`src/rtl/defines_pkg.sv`:
```
// Shared types and width constants for the dnn sequencer and datapath.
package defines_pkg;

  localparam int X_W    = 7;   // signed input activation width
  localparam int RELU_W = 13;  // ReLU result width returned from dnn
  localparam int AGGR_W = 15;  // aggregated operand width sent to dnn

  // Default sequential encoding keeps IDLE at 0 and L1_Y4Y5_MUL at 1. The
  // datapath's fall-through weight selection therefore resolves to the
  // y4/y5 weights.
  typedef enum logic [2:0] {
    IDLE,
    L1_Y4Y5_MUL,
    LAYER1_y6y7_MUL,
    LAYER1_FINAL_ADD,
    OUTPUT_MUL,
    OUTPUT_ADD
  } dnn_state_t;

endpackage

```
`src/rtl/dnn_ctrl.sv`:
```
// dnn_ctrl: five-stage inference sequencer, input operand buffer and
// saturating dropped-request counter for the dnn datapath.
module dnn_ctrl
  import defines_pkg::*;
#(
  parameter int DROP_W = 8
) (
  input  logic                     clk,
  input  logic                     rst,
  input  logic                     in_ready,
  input  logic signed [X_W-1:0]    x0_in,
  input  logic signed [X_W-1:0]    x1_in,
  input  logic signed [X_W-1:0]    x2_in,
  input  logic signed [X_W-1:0]    x3_in,
  input  logic        [RELU_W-1:0] y4_relu_p4,
  input  logic        [RELU_W-1:0] y5_relu_p4,
  input  logic        [RELU_W-1:0] y6_relu_p4,
  input  logic        [RELU_W-1:0] y7_relu_p4,
  output logic                     in_accept,
  output logic                     busy,
  output logic signed [X_W-1:0]    x0,
  output logic signed [X_W-1:0]    x1,
  output logic signed [X_W-1:0]    x2,
  output logic signed [X_W-1:0]    x3,
  output dnn_state_t               dnn_state,
  output logic        [AGGR_W-1:0] y4_aggr_p4,
  output logic        [AGGR_W-1:0] y5_aggr_p4,
  output logic        [AGGR_W-1:0] y6_aggr_p4,
  output logic        [AGGR_W-1:0] y7_aggr_p4,
  output logic                     out_comp_ready_p5,
  output logic        [DROP_W-1:0] drop_cnt
);

  dnn_state_t                r_state;
  dnn_state_t                w_next_state;
  logic                      w_accept;
  logic                      w_drop;
  logic                      w_out_mul;
  logic signed [X_W-1:0]     r_x0, r_x1, r_x2, r_x3;
  logic        [DROP_W-1:0]  r_drop_cnt;

  // Acceptance, drop detection and next-state selection.
  // NOTE: every always_comb output gets a default first so no path can infer a latch.
  always_comb begin
    w_accept     = 1'b0;
    w_drop       = 1'b0;
    w_next_state = r_state;

    // A vector is taken only when idle or in the last stage of the previous
    // inference; nothing is taken while reset is applied.
    w_accept = ~rst & in_ready & ((r_state == IDLE) | (r_state == OUTPUT_ADD));
    w_drop   = ~rst & in_ready & ~w_accept;

    case (r_state)
      IDLE:             w_next_state = w_accept ? L1_Y4Y5_MUL : IDLE;
      L1_Y4Y5_MUL:      w_next_state = LAYER1_y6y7_MUL;
      LAYER1_y6y7_MUL:  w_next_state = LAYER1_FINAL_ADD;
      LAYER1_FINAL_ADD: w_next_state = OUTPUT_MUL;
      OUTPUT_MUL:       w_next_state = OUTPUT_ADD;
      OUTPUT_ADD:       w_next_state = w_accept ? L1_Y4Y5_MUL : IDLE;
      default:          w_next_state = IDLE;
    endcase
  end

  // Schedule state register; reset aborts any inference in flight.
  // NOTE: sequential state is updated with <= so every register sees pre-edge values.
  always_ff @(posedge clk) begin
    if (rst) r_state <= IDLE;
    else     r_state <= w_next_state;
  end

  // Operand buffer: captures the activations on accept and holds them until the next one.
  always_ff @(posedge clk) begin
    if (rst) begin
      r_x0 <= '0;
      r_x1 <= '0;
      r_x2 <= '0;
      r_x3 <= '0;
    end else if (w_accept) begin
      r_x0 <= x0_in;
      r_x1 <= x1_in;
      r_x2 <= x2_in;
      r_x3 <= x3_in;
    end
  end

  // Saturating count of requests refused while an inference is in flight.
  always_ff @(posedge clk) begin
    if (rst)                                  r_drop_cnt <= '0;
    else if (w_drop && (r_drop_cnt != '1))    r_drop_cnt <= r_drop_cnt + 1'b1;
  end

  // ReLU results are non-negative, so a zero-extending cast keeps their value.
  assign w_out_mul  = (r_state == OUTPUT_MUL);
  assign y4_aggr_p4 = w_out_mul ? AGGR_W'(y4_relu_p4) : '0;
  assign y5_aggr_p4 = w_out_mul ? AGGR_W'(y5_relu_p4) : '0;
  assign y6_aggr_p4 = w_out_mul ? AGGR_W'(y6_relu_p4) : '0;
  assign y7_aggr_p4 = w_out_mul ? AGGR_W'(y7_relu_p4) : '0;

  assign in_accept         = w_accept;
  assign busy              = (r_state != IDLE);
  assign dnn_state         = r_state;
  assign out_comp_ready_p5 = (r_state == OUTPUT_ADD);
  assign drop_cnt          = r_drop_cnt;
  assign x0                = r_x0;
  assign x1                = r_x1;
  assign x2                = r_x2;
  assign x3                = r_x3;

endmodule
```
`config.mk`:
```
export PLATFORM = sky130hd
export DESIGN_NAME = dnn_ctrl
export DESIGN_NICKNAME = d
export VERILOG_FILES = /design/src/rtl/defines_pkg.sv /design/src/rtl/dnn_ctrl.sv
export SDC_FILE = /design/constraint.sdc
export NUM_CORES = 1
export LEC_CHECK = 0
export CORE_AREA = 2 2 107 68
export DETAILED_ROUTE_END_ITERATION = 16
export DIE_AREA = 0 0 109 70
export HOLD_SLACK_MARGIN = 0.02
export PLACE_DENSITY = 0.88
export RECOVER_POWER = 100
export SYNTH_ARGS = -nofsm -noshare
export SYNTH_HDL_FRONTEND = slang
export SYNTH_SLANG_ARGS = --single-unit
```
`constraint.sdc`:
```
create_clock -name clk -period 1.66 [get_ports clk]
set_input_delay 0.332 -clock clk [delete_from_list [all_inputs] [get_ports clk]]
set_output_delay 0.332 -clock clk [all_outputs]
set_load 0.03 [all_outputs]
```
# Word-level counts from Yosys, hierarchy flattened
# Cells that the tools add are included.
# classes
eq_ne	6
n_bitwise	6
n_addsub	1
mux	6
reduce_logical	4
# op_table
cell	count
$mux 13	4
$pmux 3 s5	1
$add 8x1->8 const B	1
$ne 8x8->1 const B	1
$eq 3x2->1 const B	2
$eq 3x3->1 const B	2
$and 1x1->1	3
$eq 3x1->1 const B	1
$logic_not 3->1	1
$reduce_bool 3->1	1
$not 1->1	2
$reduce_or 2->1	1
$logic_and 1x1->1	1
$mux 1	1
$or 1x1->1	1
# totals
ff_bits	39
output_inout_bits	102
inputBits	83
word_cells	29

# Depth between registers and ports, before layout
# depth
ltp_word	6
ltp_mapped	7
ltp_nobuf	5

# Least setup slack after synthesis
# Ideal clock, no wire load.
# synth_timing
path_type	reg2out
from	register r_state[2], in the netlist dnn_state[2]
to	output y7_aggr_p4[10]
stages_incl_launch_ff	5
setup_slack_ns	-0.253
t_required_ns	1.328
n_path_buf	2
t_arrival_ns	1.581
path_cell_list	dfxtp_1 > buf_4 > nor3b_2 > clkbuf_1 > and2_1
# synth_between
elab_chain_len	2
# synth_lines
element	line	source
start: declaration	dnn_ctrl.sv:34	dnn_state_t r_state;
start signal: assignment	dnn_ctrl.sv:69	else r_state <= w_next_state;
$eq 3x3->1	dnn_ctrl.sv:94	assign w_out_mul = (r_state == OUTPUT_MUL);
$mux 13	dnn_ctrl.sv:98	assign y7_aggr_p4 = w_out_mul ? AGGR_W'(y7_relu_p4) : '0;
end: declaration	dnn_ctrl.sv:29	output logic [AGGR_W-1:0] y7_aggr_p4,
# No other way between the ends.

# Worst setup path after layout
# layout_timing
from	register r_state[2], in the netlist dnn_state[2]
to	output y4_aggr_p4[5]
# layout_between
elab_chain_len	2
# layout_lines
element	line	source
$eq 3x3->1	dnn_ctrl.sv:94	
$mux 13	dnn_ctrl.sv:95	assign y4_aggr_p4 = w_out_mul ? AGGR_W'(y4_relu_p4) : '0;
end: declaration	dnn_ctrl.sv:26	output logic [AGGR_W-1:0] y4_aggr_p4,
# No other way between the ends.

==> metrics.md <==
| Metric | Value |
|---|---|
| Distinct cells, synth | 34 |
| Worst Setup EP | y4_aggr_p4[5] |
| DR DRC count | 0 |
| Fin worst setup slack | -196 ps |
| CP delay by family, top | buffers and inverters |
| Share of cells above drive strength 1 | between 30 and 40% |
| XOR/XNOR share of the synthesized area | 1.82% |
| Inserted Diodes | 0 |
| Compound-Gate Fraction of Synth Area | 14.6% |
| Largest net degree at the start of global routing | 28 |
| CTS Sinks | 39 |
| Placed insts | 521 |
| Fin. Hold Viols | 0 |
| Adder-Cell Fraction of Synth Area | less than 1% |
| Maximum vdd drop | 0.357 mV |
| Starting Density | 29.2% |
| Final non-filler cell total | 540 |
| Worst hold slack | 447 ps |
| Total Routed Length | 8.23 mm |
| Share of flip-flops with an asynchronous set or reset | 0% |
| Wl on met1 | roughly 3.5 mm |
| Hold-fix buffers at CTS | 0 |
| Avg Cell Area, Syn | 7.75 um2 |
| DR vias | 2,451 |
| Final core occ | around 65% |
| Port Buffer Count | 176 |
| Antenna violations before repair | 0 |
| Row count | 24 |
| First-pass detailed-route iteration total | 4 |
| Reg-to-Reg End | drop_cnt[0]$_SDFFE_PP0P_ |
| Hold Path Class | reg -> reg |
| Status | complete, but fails checks |
| CP Launch Type | flop |
| Area growth, synth to finish | 124% |
| Fin crit share | 112% |
| WS Path Type | reg -> out |
| Clk_skew | 3.60 ps |
| Die Wd | 109 um |
| Fin crit period | 1860 ps |
| Clock tree from TritonCTS | done |
| Worst path slowest cell | dfxtp_4 |
| Worst Reg-to-Reg Cells | 6 |
| Die height | 70 um |
| RSZ-0062 raised after global routing | yes |
| Worst Path Buf+Inv | 3 |
| Post-synth top area share | 39.2% |
| FF-to-FF Start | dnn_state[2]$_SDFF_PP0_ |
| GRT Overall Usage | 19.8% |
| Max-slew violations | 0 |
| Vias in the first global route | 2,309 |
| Top_reg_cell synth | dfxtp_1 |
| Met3 layer wire length in the routed design | 480 um |
| Met2 WL | ~4.1 mm |
| Routability Congestion | 0.899 |
| Register-to-register setup slack | 100 ps |
| CP endpoint kind | primary output |
| Die ar. | 7630 um2 |
| WP data required | 1330 ps |
| Max Used Layer | met4 |
| Vias/cell | roughly 4.5 |
| Syn. warnings | 0 |
| CORE AREA | just under 7000 um2 |
| Number of synthesized register bits | 39 |
| Wire length of the first global-routing pass | 12.0 mm |
| Post-synthesis sequential area ratio | 39.2% |
| Skew-Pair Late Insertion Delay | 280 ps |
| Cell depth of the worst setup path | 5 |
| Hpwl dp | 5.71 mm |
| CTS root buf | clkbuf_8 |
| Num CTS Buffers | 5 |
| Worst Setup SP | dnn_state[2]$_SDFF_PP0_ |
| Crit-path max FO | 7 |
| EDFF count, synth | 0 |
| Clk pin slew, worst setup/hold paths | 80 ps |
| Data arrival time of the worst path | ~1500 ps |
| Failing checks | negative setup slack |
| Maxcap violations | 0 |
| Mux contribution to synthesized area | 0% |
| DR WL/cell | roughly 15 um |
| Post-synthesis cell area | 1990 um2 |
| Cell taking the most area after synthesis | dfxtp_1 |
| Setup violations, final | 53 |
| CTS Buffer Depth | 2 |
| Fillers | 546 |
| Ports | about 190 |
| F_max | 539 MHz |
| Syn Inst Count | 257 |
| Worst path cell trace | nor3b_4, buf_6, clkbuf_16, and2_4, buf_12 |
| Simple-gate share of the synthesized area | 34.6% |
| Final net count | between 500 and 600 |
| Pwr/cell area | 599 nW/um2 |
| DRT antenna net count | 0 |
| Initial DRC count | 118 |
| Htree depth | 2 |
| Main combinational cell family by area after synthesis | simple AND/OR/NAND/NOR gates |
| Worst path max stage delay | 390 ps |
| Grt ovf | 0 |
| Area contributors post-synth | dfxtp_1 (39%), and2_1 (17%), nand2_1 (11%) |
| Leakage power | 2.21 nW |
logic make-up (layout without fill, tap and decap cells):
logic type | count (synthesis) | count (layout)
AND/OR/NAND/NOR | 136 | 136
flip-flops | 39 | 39
AO/OA/AOI/OAI | 49 | 49
adder cells (fa/ha/maj) | 1 | 1
XOR/XNOR | 2 | 2
other | 1 | 8
buffers and inverters | 29 | 214
sequential cells by signal, indices dropped and copies added (netlist names):
name	flops
x2	7
drop_cnt	8
x1	7
dnn_state	3
x0	7
x3	7
area by class of cell:
class,count,area (um2),share of cell area (%)
Timing Repair Buffer,203,2250,50.6
Multi-Input combinational cell,196,1200,27.0
Sequential cell,39,790,17.7
Tap cell,91,114,2.56
Clock buffer,7,76.3,1.72
Inverter,3,11.3,0.253
Clock inverter,1,5.00,0.112
routing by layer:
| layer | GRT usage, % | vias up |
|---|---|---|
| li1 | - | 1199 |
| met1 | 26.7 | 1139 |
| met2 | 32.3 | 103 |
| met3 | 4.48 | 10 |
| met4 | 4.42 | 0 |
| met5 | 0 | - |
cell usage after synthesis (2+ instances only):
| library cell | n |
|---|---|
| dfxtp_1 | 39 |
| a21oi_1 | 7 |
| a31oi_1 | 2 |
| nor2_1 | 6 |
| o21ai_1 | 4 |
| inv_1 | 3 |
| buf_4 | 10 |
| o21ai_0 | 27 |
| nor3_1 | 5 |
| buf_6 | 4 |
| nor3b_2 | 2 |
| clkbuf_1 | 11 |
| nand3_1 | 3 |
| or3_1 | 2 |
| and3_1 | 2 |
| nand2_1 | 60 |
| and2_1 | 53 |
power breakdown:
group / switching [W] / internal [W] / leakage (nW)
clock: 0.000323 / 0.000295 / 0.0422
sequential: 0.0000525 / 0.00102 / 0.321
combinational: 0.000482 / 0.000499 / 1.85
total: 0.000857 / 0.00181 / 2.21
worst min path at each step:
stage	cells past startpoint	endpoint	startpoint	slack [ps]
after detailed placement	2	x3[2]$_SDFFE_PP0P_	x3[2]$_SDFFE_PP0P_	440
final	2	x3[2]$_SDFFE_PP0P_	x3[2]$_SDFFE_PP0P_	450
after global routing	2	x1[2]$_SDFFE_PP0P_	x1[2]$_SDFFE_PP0P_	480
after global placement	2	x2[0]$_SDFFE_PP0P_	x2[0]$_SDFFE_PP0P_	430
after CTS	2	x3[2]$_SDFFE_PP0P_	x3[2]$_SDFFE_PP0P_	450
after floorplan	2	x0[0]$_SDFFE_PP0P_	x0_in[0]	440
stage by stage:
step           power, W  TNS (ps)  area (um2)  setup WS [ps]
3_5_place_dp    0.00200     -4390        3890           -166
5_1_grt         0.00281    -11850        4450           -252
4_1_cts         0.00266     -7530        4200           -167
2_1_floorplan   0.00154     -1050        2090          -26.2
6_report        0.00267     -8370        4450           -196
3_3_place_gp    0.00198     -3360        3890           -157
layout by cell type, fill, tap and decap left out, types with 3 or more instances in the layout:
cell | netlist | routed
a21oi_1 | 7 | 7
and2_2 | 0 | 15
and2_4 | 0 | 37
buf_12 | 0 | 10
buf_4 | 10 | 19
buf_6 | 4 | 50
clkbuf_16 | 0 | 3
clkbuf_8 | 0 | 5
clkdlybuf4s50_1 | 0 | 88
conb_1 | 1 | 8
dfxtp_1 | 39 | 36
dlygate4sd2_1 | 0 | 10
dlymetal6s2s_1 | 0 | 22
inv_1 | 3 | 3
nand2_1 | 60 | 60
nand3_1 | 3 | 3
nor2_1 | 6 | 6
nor3_1 | 5 | 4
o21ai_0 | 27 | 27
o21ai_1 | 4 | 4
timing repair:
action | in CTS | in global routing
resized for setup | 68 | 59
gates cloned | 1 | 4
setup endpoints to repair | 63 | 78
pin swaps | 1 | 21
buffers inserted | 1 | 5
worst min-delay path, stage by stage, from the launching register on:
cell     delay, ps
dfxtp_1        310
nand2_1         50
o21ai_1         50
Power figures use the tool's default switching activity.
